`src/rtl/handshake_pkg.sv`:
```
// Shared types and sizing helpers for the valid/ready FIFO family.
package handshake_pkg;

    typedef enum logic {
        FIFO_REGISTERED = 1'b0,
        FIFO_BYPASS     = 1'b1
    } fifo_mode_e;

    // Pointer width: address bits plus one wrap bit.
    function automatic int unsigned ptr_w(input int unsigned depth);
        return int'($clog2(depth)) + 1;
    endfunction

endpackage

```
`src/rtl/handshake_fifo_mem.sv`:
```
// DEPTH x WIDTH register array: synchronous write, asynchronous read, no reset.
module handshake_fifo_mem #(
    parameter int unsigned WIDTH = 32,
    parameter int unsigned DEPTH = 4,
    parameter int unsigned AW    = $clog2(DEPTH)
) (
    input  logic             clk,
    input  logic             we,
    input  logic [AW-1:0]    waddr,
    input  logic [WIDTH-1:0] wdata,
    input  logic [AW-1:0]    raddr,
    output logic [WIDTH-1:0] rdata
);

    logic [WIDTH-1:0] r_mem [DEPTH];

    always_ff @(posedge clk) begin
        if (we) begin
            r_mem[waddr] <= wdata;
        end
    end

    assign rdata = r_mem[raddr];

endmodule

```
`src/rtl/handshake_fifo.sv`:
```
// Valid/ready FIFO with registered or zero-latency bypass output; ready never
// depends on dn_ready_in.
module handshake_fifo
    import handshake_pkg::*;
#(
    parameter int unsigned WIDTH    = 32,
    parameter int unsigned DEPTH    = 4,
    parameter fifo_mode_e  MODE     = FIFO_REGISTERED,
    parameter int unsigned AF_LEVEL = DEPTH - 1
) (
    input  logic                       clk,
    input  logic                       rst,
    input  logic [WIDTH-1:0]           data_in,
    input  logic                       up_valid_in,
    output logic                       up_ready_out,
    output logic [WIDTH-1:0]           data_out,
    output logic                       dn_valid_out,
    input  logic                       dn_ready_in,
    output logic [$clog2(DEPTH+1)-1:0] count,
    output logic                       almost_full
);

    localparam int unsigned PW = ptr_w(DEPTH);
    localparam int unsigned AW = PW - 1;
    localparam int unsigned CW = $clog2(DEPTH + 1);

    logic [PW-1:0]    r_wr_ptr;
    logic [PW-1:0]    r_rd_ptr;
    logic             w_full;
    logic             w_empty;
    logic [CW-1:0]    w_count;
    logic             w_push;
    logic             w_pop;
    logic             w_bypass;
    logic             w_wr_en;
    logic             w_rd_adv;
    logic [WIDTH-1:0] w_rdata;

    assign w_full  = (r_wr_ptr[AW-1:0] == r_rd_ptr[AW-1:0]) && (r_wr_ptr[AW] != r_rd_ptr[AW]);
    assign w_empty = (r_wr_ptr == r_rd_ptr);
    assign w_count = CW'(r_wr_ptr - r_rd_ptr);

    assign count        = rst ? '0 : w_count;
    assign almost_full  = !rst && (w_count >= CW'(AF_LEVEL));
    assign up_ready_out = !rst && !w_full;

    assign w_push = up_valid_in && up_ready_out;
    assign w_pop  = dn_valid_out && dn_ready_in;

    // Bypass mode presents data_in directly while empty; a same-cycle pop then skips storage.
    if (MODE == FIFO_BYPASS) begin : g_bypass
        assign dn_valid_out = !rst && (!w_empty || up_valid_in);
        assign data_out     = w_empty ? data_in : w_rdata;
        assign w_bypass     = w_empty && w_push && w_pop;
    end else begin : g_registered
        assign dn_valid_out = !rst && !w_empty;
        assign data_out     = w_rdata;
        assign w_bypass     = 1'b0;
    end

    assign w_wr_en  = w_push && !w_bypass;
    assign w_rd_adv = w_pop && !w_bypass;

    always_ff @(posedge clk) begin
        if (rst) begin
            r_wr_ptr <= '0;
            r_rd_ptr <= '0;
        end else begin
            if (w_wr_en) begin
                r_wr_ptr <= r_wr_ptr + PW'(1);
            end
            if (w_rd_adv) begin
                r_rd_ptr <= r_rd_ptr + PW'(1);
            end
        end
    end

    handshake_fifo_mem #(
        .WIDTH (WIDTH),
        .DEPTH (DEPTH),
        .AW    (AW)
    ) u_mem (
        .clk   (clk),
        .we    (w_wr_en),
        .waddr (r_wr_ptr[AW-1:0]),
        .wdata (data_in),
        .raddr (r_rd_ptr[AW-1:0]),
        .rdata (w_rdata)
    );

endmodule

```
`config.mk`:
```
export PLATFORM = sky130hd
export DESIGN_NAME = handshake_fifo
export DESIGN_NICKNAME = d
export VERILOG_FILES = /design/src/rtl/handshake_pkg.sv /design/src/rtl/handshake_fifo_mem.sv /design/src/rtl/handshake_fifo.sv
export SDC_FILE = /design/constraint.sdc
export NUM_CORES = 1
export LEC_CHECK = 0
export ABC_AREA = 1
export CORE_ASPECT_RATIO = 1.75
export CORE_MARGIN = 2
export CORE_UTILIZATION = 58
export DETAILED_ROUTE_END_ITERATION = 7
export PLACE_DENSITY = 0.95
export SLEW_MARGIN = 40
export SYNTH_ARGS = -nofsm -noshare
export SYNTH_HDL_FRONTEND = slang
export SYNTH_SLANG_ARGS = --single-unit
export TNS_END_PERCENT = 30
```
`constraint.sdc`:
```
create_clock -name clk -period 5.6 [get_ports clk]
set_clock_uncertainty 0.2 [all_clocks]
set_input_delay 0.56 -clock clk [delete_from_list [all_inputs] [get_ports clk]]
set_output_delay 0.56 -clock clk [all_outputs]
set_load 0.005 [all_outputs]
```
==> metrics list, run 1 <==
- The flow ran to the end, and the final reports show no timing, DRC or antenna violations.
- The floorplan step defined a core boundary enclosing 8979 µm².
- Depth of the worst hold-timing path: 2
- In this run the core area contains 46 standard-cell rows.
- Summing over every cut layer, the via total after detailed routing is 3532.
- The share of total power dissipated in sequential elements is 0.476.
- Transition time of the tightest slew-check pin: 668.1 ps
- Worst Setup Path Type: flip-flop to output pin
- Counting every net in the synthesized netlist gives 434.
- Along the worst path, the maximum fanout reaches 65.
* Area Growth Syn to Fin: 28.61%
* Root buffer cell: clkbuf_16
- Data arrives at the worst endpoint at 2490 ps.
- WP data required: 4840 ps
- Dividing the detail-routed wire length by the instance count gives 20.20 µm.
- Number of flops mapped to enable cells by yosys: 128
- Mean post-synth cell area: 13.55 µm²
* Seq cells post-synth: 136
- Via count of the first global-routing pass: 3722
* Worst Hold Margin: 339.0 ps
- Number of antenna-violating nets in the routed design: 0
- Antenna violations before repair: 0
- The count of cells in the finished layout, fillers not included, comes to 601.
- Post-synthesis cell count: 390
- Startpoint of the worst hold path: r_rd_ptr[2]
- In this run the post-CTS setup repair buffer count came out at 0.
- The HPWL after detailed placement is 7032 µm.
- The worst register-to-register path has a depth of 8.
- In the global route stage, overall resource usage came out at 0.2574.
- Count of instances resized after the clock tree is built: 0
- Setup violations remaining at the end of the flow were counted as 0.
- The finished cells cover 6794 µm².
- Entering global routing, the biggest net connects 66 pins.
- Min-Delay Path Class: flip-flop to flip-flop
- Yosys printed 0 warnings.
* Async set-reset flop share out of synthesis: 0
- Dividing the detail-routed via count by the number of cells gives 5.877.
- Total wirelength of the detailed-routed design: 12140 µm
* Setup TNS after final layout: 0 ps
- Net switching component of the power: 0.5294 mW
- The die is 130.3 µm tall.
- Buffers placed on the I/O ports in this run total 73.
* Max cap viols: 0
- The library cell used most frequently in the layout, excluding fill and tap cells, is edfxtp_1.
- The floorplan step defined a die boundary enclosing 9917 µm².
- Worst skew pair latency: 420 ps
- Cell variety after synth: 23
* Worst slack after detailed placement: 2557 ps
- Internal power comes to 1.908 mW.
- Worst ir drop on vdd: 0.2659 mV
* Number of nets in the layout: 512
- In this run the number of H-tree levels came out at 4.
* Tcrit/Tclk final: 0.5812
* Post-detailed-placement cell area: 6232 µm²
* Filler cells: 532
- Worst path setup slack after routing: 2345 ps
- Clock slew seen by the registers of the worst setup and hold paths: 60 ps
* DR iter-0 viols: 459
* Proportion of power drawn by the clock network: 0.430
* Endpoint, Worst Hold: r_rd_ptr[2]
- Total CTS buffers: 17
* Relative max-transition margin: 0.5536
* Combinational share of power: 0.094
- Count of hold buffers inserted by post-cts repair: 0
- Remaining DRCs: 0
* R2R setup slack: 2900 ps
- 0 antenna diodes ended up in the layout.
- The first global-routing pass estimated 18700 µm of wire.
- TritonCTS built the clock tree.
* Setup repair after global routing missed its margin: false
- Sinks on the clock net: 136
* Weighted congestion at the end of routability-driven global placement: 0.8245
- Cell area after technology mapping: 5283 µm²
- Final hold violation count: 0
- The die is 76.14 µm wide.
* Post-Place Cells: 569
- Reported leakage power: 2.318 nW
- Net Sw Frac: 0.2172
- Fraction of layout instances using a drive strength above 1: 0.1102
- Highest attainable clock frequency: 307.3 MHz
* Num ports: 74
* Type of element capturing the critical path: output pin
- Power density normalized to cell area: 358.7 nW/µm²
- The endpoint identified for the worst register-to-register timing path is u_mem.r_mem[0][18].
- Among all flip-flop cells after synthesis, the most frequent one is edfxtp_1.
- Startpoint of the worst-slack reg-to-reg timing path: r_wr_ptr[0]
- After global routing the overflow that remains totals 0.
* Max Root-Sink Buffers: 2
* Pins Over Slew Limit: 0
* Critical Path Start Type: flip-flop
* Min Clock Period, post-route: 3255 ps
- The top cell types in the final layout, fill and taps aside, are edfxtp_1, clkdlybuf4s50_1, nor2_1, o21ai_1, o22ai_1.
- The initial utilization of the core area, before any placement, comes to 0.5884.
- Detailed-routing iteration count for the pre-antenna-repair pass: 5
- Portion of the post-synthesis area used by sequential elements: 0.7579
-- registers in the layout, indices dropped and copies added (netlist names), named ones only --
name         cells
r_wr_ptr         3
u_mem.r_mem    128
r_rd_ptr         3
-- synth_stat cells, drive strengths merged, types with 4 or more instances --
cell type    n  area share
clkbuf       6      0.0043
o22ai       32       0.038
nand3        7       0.010
inv         18       0.013
o21ai       66       0.063
dfxtp        8       0.030
edfxtp     128        0.73
nand2       20       0.015
nor2        74       0.053
buf         14       0.014
ha           7       0.017
nand4        4      0.0047
-- metal layers --
metal	track usage	wire length, µm
met1	0.2644	4181
met2	0.4727	6809
met3	0.08299	859
met4	0.1283	287
met5	0	0
-- how the worst max path moves through the flow --
stage / start / end
detailed placement: rst / u_mem.r_mem[0][21]
global route: flip-flop / data_out[29]
CTS: flip-flop / data_out[29]
floorplan: r_wr_ptr[0] / u_mem.r_mem[0][0]
finish: flip-flop / data_out[29]
global placement: flip-flop / data_out[3]
-- worst max-delay path, cell delays in order, from the launching register on --
cell             delay [ps]
dfxtp_4                 760
inv_4                   410
o21ai_1                 270
o22ai_1                 130
clkdlybuf4s50_1         480
-- logic make-up after synthesis --
| kind of cell | after synthesis | synth area share |
|---|---|---|
| simple gates | 105 | 0.08243 |
| xor+xnor | 1 | 0.001658 |
| buf+inv | 38 | 0.03174 |
| flops | 136 | 0.7579 |
| compound gates | 102 | 0.1059 |
| fa+ha+maj | 8 | 0.02037 |
-- layout make-up --
class	instances	area, µm²	share of cell area
Tap cell	120	150.1	0.02210
Clock buffer	24	491.7	0.07238
Sequential cell	136	4008	0.5899
Timing Repair Buffer	79	863.3	0.1271
Multi-Input combinational cell	216	1141	0.1680
Inverter	18	70.07	0.01031
Clock inverter	8	70.07	0.01031
-- power by group through the flow --
stage               sequential (mW)  clock (mW)  combinational [mW]
finish                         1.16        1.05               0.228
global route                   1.16        1.09               0.245
CTS                            1.16        1.05               0.229
detailed placement             1.18           0               0.224
global placement               1.18           0               0.208
floorplan                      1.17           0              0.0996
-- metrics by stage --
| stage | power [mW] | util |
|---|---|---|
| global placement | 1.386 | 0.6799 |
| global route | 2.500 | 0.7567 |
| CTS | 2.441 | 0.7567 |
| detailed placement | 1.404 | 0.6941 |
| floorplan | 1.268 | - |
| finish | 2.437 | 0.7567 |
Note: power is estimated with default switching activity, not from simulation.
==> run 2, diff against run 1 <==
--- a/config.mk
+++ b/config.mk
@@ -8,9 +8,9 @@
 export ABC_AREA = 1
 export CORE_ASPECT_RATIO = 1.75
 export CORE_MARGIN = 2
-export CORE_UTILIZATION = 58
+export CORE_UTILIZATION = 54
 export DETAILED_ROUTE_END_ITERATION = 7
-export PLACE_DENSITY = 0.95
+export PLACE_DENSITY = 0.9
 export SLEW_MARGIN = 40
 export SYNTH_ARGS = -nofsm -noshare
 export SYNTH_HDL_FRONTEND = slang
==> constraint.sdc (replaced) <==
create_clock -name clk -period 3.1 [get_ports clk]
set_clock_uncertainty 0.2 [all_clocks]
set_input_delay 0.31 -clock clk [delete_from_list [all_inputs] [get_ports clk]]
set_output_delay 0.31 -clock clk [all_outputs]
set_load 0.005 [all_outputs]
==> run 2 against run 1 <==
Non-clock buffer count unchanged. Final area increased by 0.59%. Sequential share of layout area decreased by 0.35 points. Core utilization decreased by 3.5 points. Count of clock-buffer cells in the layout decreased by 5. Cell count increased by 0.33%. Register-to-register slack got worse by 2100 ps. Via count decreased by 1.3%. First-iteration DRC count decreased by 11%. Global-route usage decreased by 2.8 points. Critical endpoint is now data_out[10].
==> metrics list, run 2 (synthesis gave the netlist of run 1 again) <==
- Largest net degree at the start of global routing: 65
- Antenna violations before repair: 0
- The sequential cells in the finished layout cover a total of 4008 µm².
- Highest cell delay on the worst timing path: 580 ps
- Design Power: 4.645 mW
* Critical Path Start Type: flip-flop
- After clock tree synthesis, the clock-pin slew on the worst setup and hold paths is 60 ps.
- TritonCTS created 17 clock buffers.
- Max cap viols: 0
- Mean number of vias per cell: 5.779
* Reported leakage power: 2.324 nW
* Total wirelength of the detailed-routed design: 11680 µm
- The kind of cell with the highest combined delay along the critical path is buffers and inverters.
- Worst-path cell chain: inv_2 > o21ai_1 > o22ai_1 > clkdlybuf4s50_1
* Power density normalized to cell area: 679.7 nW/µm²
- The register with the most flip-flops in the layout has 128 of them.
* Number of setup buffers added after CTS: 0
- All-Layer GR Usage: 0.2292
- STA puts the critical path data required time at 2590 ps.
- Sequential power share: 0.449
- Via count of the first global-routing pass: 3672
- Fraction of layout instances using a drive strength above 1: 0.1143
* Root buffer cell: clkbuf_16
- Counting along the longest clock path gives a buffer depth of 2.
- In this run the worst path has a maximum fanout of 32.
- The filler cells instantiated in the layout total 568.
- DIE HEIGHT: 134.8 µm
- Commonest non-fill, non-tap cell in the layout: edfxtp_1
* Sinks on the clock net: 136
- The worst register-to-register path begins at r_wr_ptr[0].
- By startpoint and endpoint, the worst setup path is classified as flip-flop to output pin.
- WL/cell: 19.36 µm
- The share of total power dissipated in combinational logic is 0.090.
- Min Clock Period, post-route: 2952 ps
- The number of antenna diodes in the final layout is 0.
* Data arrival at the endpoint of the critical path: 2440 ps
- Commonest cells after routing, fill and taps aside: edfxtp_1, clkdlybuf4s50_1, nor2_1, o21ai_1, o22ai_1
- Tcrit/Tclk final: 0.9523
* Setup TNS after final layout: 0 ps
- Worst Hold Margin: 333.3 ps
- The congestion estimate from routability-driven global placement came to 0.8135.
* TritonCTS clock tree: yes
* Pins Over Slew Limit: 0
- The worst pin sits at a relative slew slack of 0.5705.
* Remaining DRCs: 0
- Min-Delay Path Class: input pin to flip-flop
- Pin placement for this block handled 74 I/O pins.
- Net Sw Frac: 0.2168
- The floorplan has 47 rows.
- Cell count of the worst reg-to-reg path: 8
- The path with the worst hold slack has its endpoint at u_mem.r_mem[0][28].
- Startpoint of the worst hold path: data_in[28]
- Detailed-routing iteration count for the pre-antenna-repair pass: 5
- The flow ran to the end, and the final reports show no timing, DRC or antenna violations.
- Proportion of power drawn by the clock network: 0.461
- Half-perimeter wire length after placement: 6698 µm
* Internal power of the cells: 3.638 mW
- The net count of the finished layout is 512.
- Area Growth Syn to Fin: 29.37%
- Worst r2r dst: u_mem.r_mem[3][17]
- The worst register-to-register path has a setup slack of 830 ps.
- The largest registers in the layout are u_mem.r_mem x128, r_rd_ptr x3, r_wr_ptr x3.
* Net switching component of the power: 1.007 mW
* Setup repair after global routing missed its margin: false
- STA classifies the critical path endpoint as an output pin.
- In this run the remaining antenna-violating nets after routing total 0.
- Summing all multi-input logic gate instances after layout gives 1141 µm².
- The count of final hold-check violations was 0.
- The first global-routing pass estimated 17940 µm of wire.
- Final setup vio count: 0
- Top register by number of flip-flops: u_mem.r_mem
* Worst ir drop on vdd: 0.6265 mV
* Number of port buffers: 73
- On the critical path, the stage with the largest delay is an instance of clkdlybuf4s50_1.
- Based on the critical path, the design can be clocked at up to 338.8 MHz.
- Depth of the worst hold-timing path: 1
- The die covers 10620 µm².
* Core area: 9468 µm²
* DR iter-0 viols: 410
- In this run the number of H-tree levels came out at 4.
- At the pin with the least slew margin, the transition time is 644.3 ps.
* Initial core utilization: 0.5579
- The final route contains 3485 vias.
- Global routing finished with a remaining overflow of 0.
* Horizontal extent of the die: 78.77 µm
- The clock reaches the later pin of the worst-skew pair after 410 ps.
* Number of buffers and inverters on the critical path: 2
## run 2: worst max path at each step
stage                      from                end  slack, ps  cells after the start
floorplan           r_wr_ptr[0]  u_mem.r_mem[0][0]         40                      7
global route          flip-flop       data_out[10]         20                      4
detailed placement    flip-flop       data_out[12]        620                      4
global placement      flip-flop       data_out[12]        670                      4
CTS                   flip-flop       data_out[10]         60                      4
finish                flip-flop       data_out[10]        150                      4
## run 2: timing repair
| action | 4_1_cts | 5_1_grt |
|---|---|---|
| endpoints found under the setup margin | 0 | 2 |
| resized for setup | 0 | 1 |
| hold buffers | 0 | 0 |
## run 2: layer usage
metal | up-vias | global-route usage | wire [µm] | share of wire
li1 | 1585 | - | - | -
met1 | 1692 | 0.2412 | 4087 | 0.35
met2 | 175 | 0.4122 | 6495 | 0.56
met3 | 33 | 0.06952 | 733 | 0.063
met4 | 0 | 0.1062 | 360 | 0.031
met5 | - | 0 | 0 | 0
## run 2: power by group through the flow
stage	Clock (mW)	Combinational, mW	Sequential [mW]
finish	2.14	0.417	2.09
detailed placement	0	0.410	2.12
floorplan	0	0.180	2.11
CTS	2.15	0.417	2.09
global route	2.21	0.448	2.09
global placement	0	0.396	2.12
## run 2: stage by stage
stage | util | area, µm² | setup WS (ps) | cells
finish | 0.7218 | 6834 | 148.0 | 603
global route | 0.7218 | 6834 | 20.22 | 603
CTS | 0.7216 | 6832 | 60.62 | 603
detailed placement | 0.6543 | 6195 | 616.6 | 571
global placement | 0.6543 | 6195 | 668.0 | 571
floorplan | - | 5283 | 43.86 | 390
## run 2: area by class of cell
cell class              instances  area share
clock buffers                  19     0.06481
clock inverters                13     0.02838
inverters                      18     0.01025
multi-input cells             216      0.1670
flip-flops and latches        136      0.5864
well taps                     122     0.02234
repair buffers                 79      0.1208
==> run 3, diff against run 2 <==
--- a/config.mk
+++ b/config.mk
@@ -10,6 +10,8 @@
 export CORE_MARGIN = 2
 export CORE_UTILIZATION = 54
 export DETAILED_ROUTE_END_ITERATION = 7
+export GPL_ROUTABILITY_DRIVEN = 1
+export GPL_TIMING_DRIVEN = 1
 export PLACE_DENSITY = 0.9
 export SLEW_MARGIN = 40
 export SYNTH_ARGS = -nofsm -noshare
==> results of run 3 <==
Final layout, timing and power as in run 2 (identical DEF).
